--- config.mk ---
export PLATFORM = sky130hd
export DESIGN_NAME = lvds_tx
export DESIGN_NICKNAME = d
export VERILOG_FILES = /design/src/rtl/lvds_pkg.sv /design/src/rtl/lvds_tx.sv
export SDC_FILE = /design/constraint.sdc
export NUM_CORES = 1
export LEC_CHECK = 0
export CAP_MARGIN = 10
export CORE_MARGIN = 2
export CORE_UTILIZATION = 35
export CTS_BUF_LIST = sky130_fd_sc_hd__clkbuf_8
export DETAILED_ROUTE_END_ITERATION = 12
export PLACE_DENSITY_LB_ADDON = 0.12
export SLEW_MARGIN = 20
export SYNTH_ARGS = -nofsm -noshare
export SYNTH_HDL_FRONTEND = slang
export SYNTH_SLANG_ARGS = --single-unit
--- constraint.sdc ---
create_clock -name i_ddr_clk -period 3.95 [get_ports i_ddr_clk]
set_input_delay 0.79 -clock i_ddr_clk [delete_from_list [all_inputs] [get_ports i_ddr_clk]]
set_output_delay 0.79 -clock i_ddr_clk [all_outputs]
set_load 0.01 [all_outputs]
--- src/rtl/lvds_pkg.sv ---
// Shared LVDS I/Q definitions: word sync patterns, idle word, word length
// and the serializer FSM encoding. Used by lvds_tx and lvds_rx.
package lvds_pkg;

    // Sync patterns carried in each 32-bit I/Q word.
    localparam logic [1:0]  SYNC_I      = 2'b10;
    localparam logic [1:0]  SYNC_Q      = 2'b01;

    // Word sent when the FIFO runs dry while streaming. It has no valid
    // sync, so the modem discards it.
    localparam logic [31:0] IDLE_WORD   = 32'h0000_0000;

    // Two bits per clock, so a 32-bit word takes 16 clocks.
    localparam int          WORD_PHASES = 16;
    localparam int          PHASE_W     = 4;

    // The FIFO is read one phase before the last one. Its data then
    // arrives just in time to be loaded at the word boundary.
    localparam logic [PHASE_W-1:0] PULL_PHASE = 4'd14;
    localparam logic [PHASE_W-1:0] LAST_PHASE = 4'd15;

    typedef enum logic [1:0] {
        ST_IDLE   = 2'd0,
        ST_PRIME  = 2'd1,
        ST_STREAM = 2'd2
    } lvds_state_t;

    // Overwrite both sync fields of a word with the fixed patterns.
    function automatic logic [31:0] insert_sync(input logic [31:0] word);
        logic [31:0] res;
        res        = word;
        res[31:30] = SYNC_I;
        res[15:14] = SYNC_Q;
        return res;
    endfunction

endpackage

--- src/rtl/lvds_tx.sv ---
// LVDS I/Q transmit serializer. Reads 32-bit words from the TX FIFO and
// shifts them out MSB-first, two bits per clock, to a DDR output cell.
// Optional build macro LVDS_TX_SYNC_INSERT_EN: force the I/Q sync fields
// of every word loaded from the FIFO. Idle words stay all-zero.
//
// FIFO handshake: o_fifo_pull is a one-cycle read strobe. It is only
// raised when i_fifo_empty is low. i_fifo_data is valid in the cycle
// after the strobe. There is at most one pull per word.
module lvds_tx
    import lvds_pkg::*;
#(
    parameter int UNDERRUN_W = 8
) (
    input  logic                  i_ddr_clk,
    input  logic                  i_rst_b,
    input  logic                  i_tx_en,
    input  logic                  i_fifo_empty,
    input  logic [31:0]           i_fifo_data,
    output logic                  o_fifo_pull,
    output logic                  o_ddr_d0,
    output logic                  o_ddr_d1,
    output logic                  o_busy,
    output logic [UNDERRUN_W-1:0] o_underrun_cnt,
    output lvds_state_t           o_dbg_state
);

    lvds_state_t          state, state_nxt;
    logic [31:0]          sr, sr_nxt;
    logic [PHASE_W-1:0]   phase, phase_nxt;
    logic                 pulled, pulled_nxt;
    logic                 underrun_inc;
    logic                 fifo_pull;
    logic [31:0]          load_word;
    logic [UNDERRUN_W-1:0] underrun_cnt;

    // Pick the word to load from the FIFO: verbatim, or with sync forced.
`ifdef LVDS_TX_SYNC_INSERT_EN
    assign load_word = insert_sync(i_fifo_data);
`else
    assign load_word = i_fifo_data;
`endif

    // Register the FSM state, shifter, phase counter and pull flag.
    always_ff @(posedge i_ddr_clk or negedge i_rst_b) begin
        if (!i_rst_b) begin
            state  <= ST_IDLE;
            sr     <= IDLE_WORD;
            phase  <= '0;
            pulled <= 1'b0;
        end else begin
            state  <= state_nxt;
            sr     <= sr_nxt;
            phase  <= phase_nxt;
            pulled <= pulled_nxt;
        end
    end

    // Next state, next shifter contents and the FIFO read strobe.
    always_comb begin
        state_nxt    = state;
        sr_nxt       = sr;
        phase_nxt    = phase;
        pulled_nxt   = pulled;
        fifo_pull    = 1'b0;
        underrun_inc = 1'b0;

        case (state)
            ST_IDLE: begin
                sr_nxt     = IDLE_WORD;
                phase_nxt  = '0;
                pulled_nxt = 1'b0;
                if (i_tx_en && !i_fifo_empty) begin
                    fifo_pull = 1'b1;
                    state_nxt = ST_PRIME;
                end
            end

            ST_PRIME: begin
                // FIFO data is valid now, one cycle after the pull.
                sr_nxt    = load_word;
                phase_nxt = '0;
                state_nxt = ST_STREAM;
            end

            ST_STREAM: begin
                sr_nxt    = sr << 2;
                phase_nxt = phase + 4'd1;

                if (phase == PULL_PHASE && i_tx_en && !i_fifo_empty) begin
                    fifo_pull  = 1'b1;
                    pulled_nxt = 1'b1;
                end

                if (phase == LAST_PHASE) begin
                    pulled_nxt = 1'b0;
                    if (pulled) begin
                        sr_nxt = load_word;
                    end else if (i_tx_en) begin
                        // Nothing was available: fill the slot with an idle word.
                        sr_nxt       = IDLE_WORD;
                        underrun_inc = 1'b1;
                    end else begin
                        sr_nxt    = IDLE_WORD;
                        state_nxt = ST_IDLE;
                    end
                end
            end

            default: begin
                state_nxt  = ST_IDLE;
                sr_nxt     = IDLE_WORD;
                phase_nxt  = '0;
                pulled_nxt = 1'b0;
            end
        endcase
    end

    // Count idle words inserted while streaming. Saturate at all-ones.
    always_ff @(posedge i_ddr_clk or negedge i_rst_b) begin
        if (!i_rst_b) begin
            underrun_cnt <= '0;
        end else if (underrun_inc && (underrun_cnt != {UNDERRUN_W{1'b1}})) begin
            underrun_cnt <= underrun_cnt + 1'b1;
        end
    end

    assign o_fifo_pull    = fifo_pull;
    assign o_ddr_d0       = sr[31];
    assign o_ddr_d1       = sr[30];
    assign o_busy         = (state != ST_IDLE);
    assign o_underrun_cnt = underrun_cnt;
    assign o_dbg_state    = state;

endmodule

======== After elaboration in Yosys (flattened, before gate mapping) ========
Index checks and enable logic that the tools add are counted.
operators by class
  muxes and demuxes ....................... 19
  equality and inequality tests ........... 10
  add/sub/neg operators ................... 2
  reductions and logical operators ........ 9
  bitwise logic cells ..................... 1
operator list
  cell                   number
  $mux W32               2
  $pmux W32 S2           1
  $add A8 B1 Y8 const B  1
  $eq A4 B4 Y1 const B   2
  $mux W1                8
  $mux W2                4
  $ne A2 B2 Y1 const B   4
  $ne A8 B8 Y1 const B   1
  $pmux W2 S3            1
  $add A4 B1 Y4 const B  1
  $logic_and A1 B1 Y1    4
  $mux W4                1
  $pmux W1 S2            2
  $reduce_and A4 Y1      1
  $ne A3 B3 Y1 const B   1
  $eq A2 B1 Y1 const B   1
  $eq A2 B2 Y1 const B   1
  $logic_not A2 Y1       1
  $reduce_and A2 Y1      1
  $reduce_bool A2 Y1     1
  $logic_not A1 Y1       1
  $not A1 Y1             1
storage, ports and cells
  input port bits ......................... 36
  bits in registers ....................... 47
  output and inout port bits .............. 14
  logic and storage cells ................. 46

======== Longest topological paths before layout ========
  depth after elaboration ................. 6
  gate-level depth with buffers ........... 8
  depth with buffers taken out ............ 6

======== Worst setup path after synthesis ========
OpenSTA, ideal clock, no wires.
  path kind ............................... input to output
  from .................................... input port i_fifo_empty
  to ...................................... output port o_fifo_pull
  arrival time ............................ 1125 ps
  path buffers ............................ 0
  data required time ...................... 3160 ps
  cell stages on the path ................. 2
  slack ................................... 2035 ps
  path through ............................ nand2b_1 -> nor2_1
on the way
  word-level cells in the longest chain between the ends .. 4
  elaborated cells on any way between the ends .. 6
  those cells by class .................... mux (3); reduce/logical (3)
RTL lines
  item                                    line                          source
  start, declared                         lvds_tx.sv:17                 input logic i_fifo_empty,
  $logic_not A1 Y1 (*)                    lvds_tx.sv:72, lvds_tx.sv:89
  $logic_and A1 B1 Y1 (on tied branches)  lvds_tx.sv:89, lvds_tx.sv:72
  $mux W1 (on tied branches)              lvds_tx.sv:89, lvds_tx.sv:72
  $pmux W1 S2 (*)                         lvds_tx.sv:67                 case (state)
  end, declared                           lvds_tx.sv:19                 output logic o_fifo_pull,
Every way passes the cells marked *; elsewhere a longest branch is shown, timed or not.

======== Worst setup path in the final report ========
  from .................................... input port i_tx_en
  to ...................................... output port o_fifo_pull
on the way
  word-level cells in the longest chain between the ends .. 4
  elaborated cells on any way between the ends .. 6
  those cells by class .................... mux (3); reduce/logical (3)
RTL lines
  item                              line           source
  start, declared                   lvds_tx.sv:16  input logic i_tx_en,
  $logic_and A1 B1 Y1 (2 in a row)  lvds_tx.sv:89  if (phase == PULL_PHASE && i_tx_en && !i_fifo_empty) begin
  $mux W1                           lvds_tx.sv:89
  $pmux W1 S2 (*)                   lvds_tx.sv:67
Marked as above.

==> summary.txt <==
STA
  • Period utilization: 71.5%
  • Slew margin rel.: 60.0%
  • RSZ-0062 raised after global routing: no
  • Setup-failing EPs final: 0
  • Final worst slack: 1.13 ns
  • Fmax: 354 MHz
  • Fin crit period: 2.82 ns
  • Final setup TNS: 0 ns
  • Worst Max-Slew Pin Slew: 0.600 ns
  • Clock skew: 0.00491 ns
  • Final hold viol count: 0
  • Final Max Slew Viols: 0

Flow run
  • Max-cap check violation count: 0

Power
  • PwrDens: 529 mW/mm^2
  • Combinational share of power: 30.6%
  • Leakage power: 0.00119 uW
  • Sw Pwr: 412 uW
  • Share of power burned in registers: 46.6%
  • Internal power: 971 uW
  • Switch share: 29.8%
  • Part of the power in the clock network: 22.8%
  • Maximum vdd drop: 0.000269 V

CTS
  • Post-CTS Resized: 0
  • Clock slew at reported path FFs: 0.09 ns
  • CTS tree: yes
  • Clock sinks: 47
  • Root buffer cell: clkbuf_8
  • # hold bufs at CTS: 0
  • Clock Latency Late Sink: 0.30 ns
  • Setup bufs post-CTS: 0
  • Total CTS buffers: 5
  • Htree depth: 2
  • Clock tree buffer depth: 2

Status
  • Status: finished, final reports clean

GRT
  • Vias in the first global route: 1422
  • Initial antenna violation count: 0
  • Met3 Usage GRT: 4.09%
  • GRT met1 Usage: 18.7%
  • Total GRT Usage: 14.0%
  • First-pass GRT wire length: 6.75 mm
  • Grt met2 use: 21.8%
  • Largest net degree at the start of global routing: 48
  • Gr busiest metal: met2
  • GRT overflow: 0

Routing
  • Initial DRC count: 34
  • DRT antenna net count: 0
  • Detailed Route WL: 4.12 mm
  • Wire length per cell: 15.0 um
  • Vias per cell: 4.91
  • Detailed Routing Iterations Pass 1: 4
  • DRC viols: 0
  • Via count: 1350

Floorplanning
  • Initial Util: 36.2%
  • Area of the core: 0.00547 mm^2
  • # IOs: 50
  • Overall die width: 79.2 um
  • Row cnt: 27
  • Die Span Y: 79.2 um
  • Full die area: 0.00628 mm^2

Worst setup path
  • Crit Path Class: in2out
  • CP arrival: 2.03 ns
  • CP Capture Type: output port
  • Worst Path Required: 3.16 ns
  • Startpoint Class: primary input
  • Crit path max fanout: 3

Yosys
  • Async S/R FF share, synth: 100%
  • Yosys top cell by area: dfrtp_1
  • Synth Instances: 153
  • Largest cells by area after synthesis: dfrtp_1, a22o_1, ha_1
  • Yosys synthesis warning count: 0
  • Sequential element share of the synthesized area: 59.4%
  • Unique masters post-synth: 28
  • Top-count cell post-synth: dfrtp_1
  • EDFF count, synth: 0
  • Synth Flop Type: dfrtp_1
  • Flops & latches, synth: 47
  • Syn Nets: 196
  • Synth cell count leaders: dfrtp_1, a22o_1, ha_1, nand3_1, a21oi_1
  • Avg Cell Area, Syn: 12.9 um^2
  • Mapped cell area: 0.00198 mm^2
  • Yosys top cell area share: 59.4%

Cells and area
  • Diode count: 0
  • Fillers: 535
  • Fraction of layout cells with a size suffix above 1: 9.36%
  • Syn-to-layout area delta: 31.9%
  • Nets: 245

Placement
  • Post-detail-place hpwl: 2.75 mm
  • Pre-CTS setup slack: 1.13 ns
  • Routability Congestion: 0.725
  • IO Port Bufs: 49

Hold path
  • Hold Path Class: reg2reg
==> flip-flops by register name (all words and copies together), names as in the netlist <==
register / count
sr: 32
o_underrun_cnt: 8
phase: 4
o_dbg_state: 2
pulled: 1
==> per-layer routing <==
layer / share of wire [%] / wire, um / up-vias
met4: 1.1 / 46 / 0
met3: 6.0 / 247 / 5
met1: 47 / 1930 / 660
li1: - / - / 649
met5: 0 / 0 / -
met2: 46 / 1900 / 36
==> area by class of cell <==
type | instances | area (um^2) | share of cell area [%]
flip-flops and latches | 47 | 1180 | 45.0
inverters | 4 | 15.0 | 0.575
repair buffers | 50 | 495 | 19.0
well taps | 72 | 90.1 | 3.45
clock inverters | 1 | 7.51 | 0.287
multi-input cells | 94 | 732 | 28.0
clock buffers | 7 | 96.3 | 3.69
==> metrics by stage <==
step	std cells	hold slack (ns)	util (%)	power (uW)	cell area, um^2
3_3_place_gp	267	0.446	45.8	1070	2500
3_5_place_dp	267	0.450	45.8	1080	2500
4_1_cts	275	0.472	47.7	1410	2610
5_1_grt	275	0.492	47.7	1480	2610
2_1_floorplan	153	0.442	-	953	1980
6_report	275	0.467	47.7	1380	2610
==> kinds of logic (layout without fill, tap and decap cells) <==
group	Yosys count	after routing	share of synthesized area, %
buffers and inverters	12	62	3.85
AOI/OAI and AO/OA	40	40	16.1
adders and majority gates	7	7	4.42
and+or+nand+nor	36	36	10.5
muxes	7	7	3.92
DFF	47	47	59.4
xor gates and xnor gates	4	4	1.77
==> layout by cell type (no fill, tap or decap), types with 2 or more instances in the layout <==
| cell | netlist | layout |
|---|---|---|
| a21oi_1 | 5 | 5 |
| a22o_1 | 30 | 30 |
| and2_1 | 4 | 4 |
| and3_1 | 4 | 3 |
| buf_4 | 0 | 2 |
| clkbuf_8 | 0 | 7 |
| clkdlybuf4s50_1 | 0 | 48 |
| dfrtp_1 | 47 | 47 |
| ha_1 | 7 | 7 |
| inv_1 | 4 | 4 |
| mux2_1 | 2 | 2 |
| mux2_2 | 4 | 4 |
| nand2_1 | 2 | 2 |
| nand2b_1 | 4 | 4 |
| nand3_1 | 7 | 7 |
| nand4_1 | 3 | 3 |
| nor2_1 | 4 | 4 |
| nor2b_1 | 3 | 2 |
| nor3_1 | 2 | 2 |
| o21a_1 | 2 | 2 |
| o21ai_0 | 2 | 2 |
| xnor2_1 | 2 | 2 |
| xor2_1 | 2 | 2 |
==> final timing paths <==
path / start / end / slack (ns) / depth (start not counted)
max in group asynchronous: i_rst_b / sr[25] / 3.05 / 1
worst min-delay path: sr[6] / sr[8] / 0.47 / 1
worst max register to register: o_dbg_state[0] / o_underrun_cnt[6] / 1.97 / 6
min in group asynchronous: i_rst_b / sr[28] / 0.49 / 1
worst min register to register: sr[6] / sr[8] / 0.47 / 1
worst max-delay path: i_tx_en / o_fifo_pull / 1.13 / 4
==> power by group through the flow <==
| stage | Sequential [uW] | Combinational (uW) | Clock (uW) |
|---|---|---|---|
| 2_1_floorplan | 650 | 303 | 0 |
| 3_3_place_gp | 650 | 416 | 0 |
| 3_5_place_dp | 656 | 426 | 0 |
| 4_1_cts | 646 | 432 | 329 |
| 5_1_grt | 660 | 473 | 348 |
| 6_report | 645 | 423 | 315 |
==> worst max-delay path: stages <==
cell and delay, ns:
clkdlybuf4s50_1 0.50, nand2b_1 0.10, nor2_1 0.11, clkdlybuf4s50_1 0.54
Power figures use the tool's default switching activity.
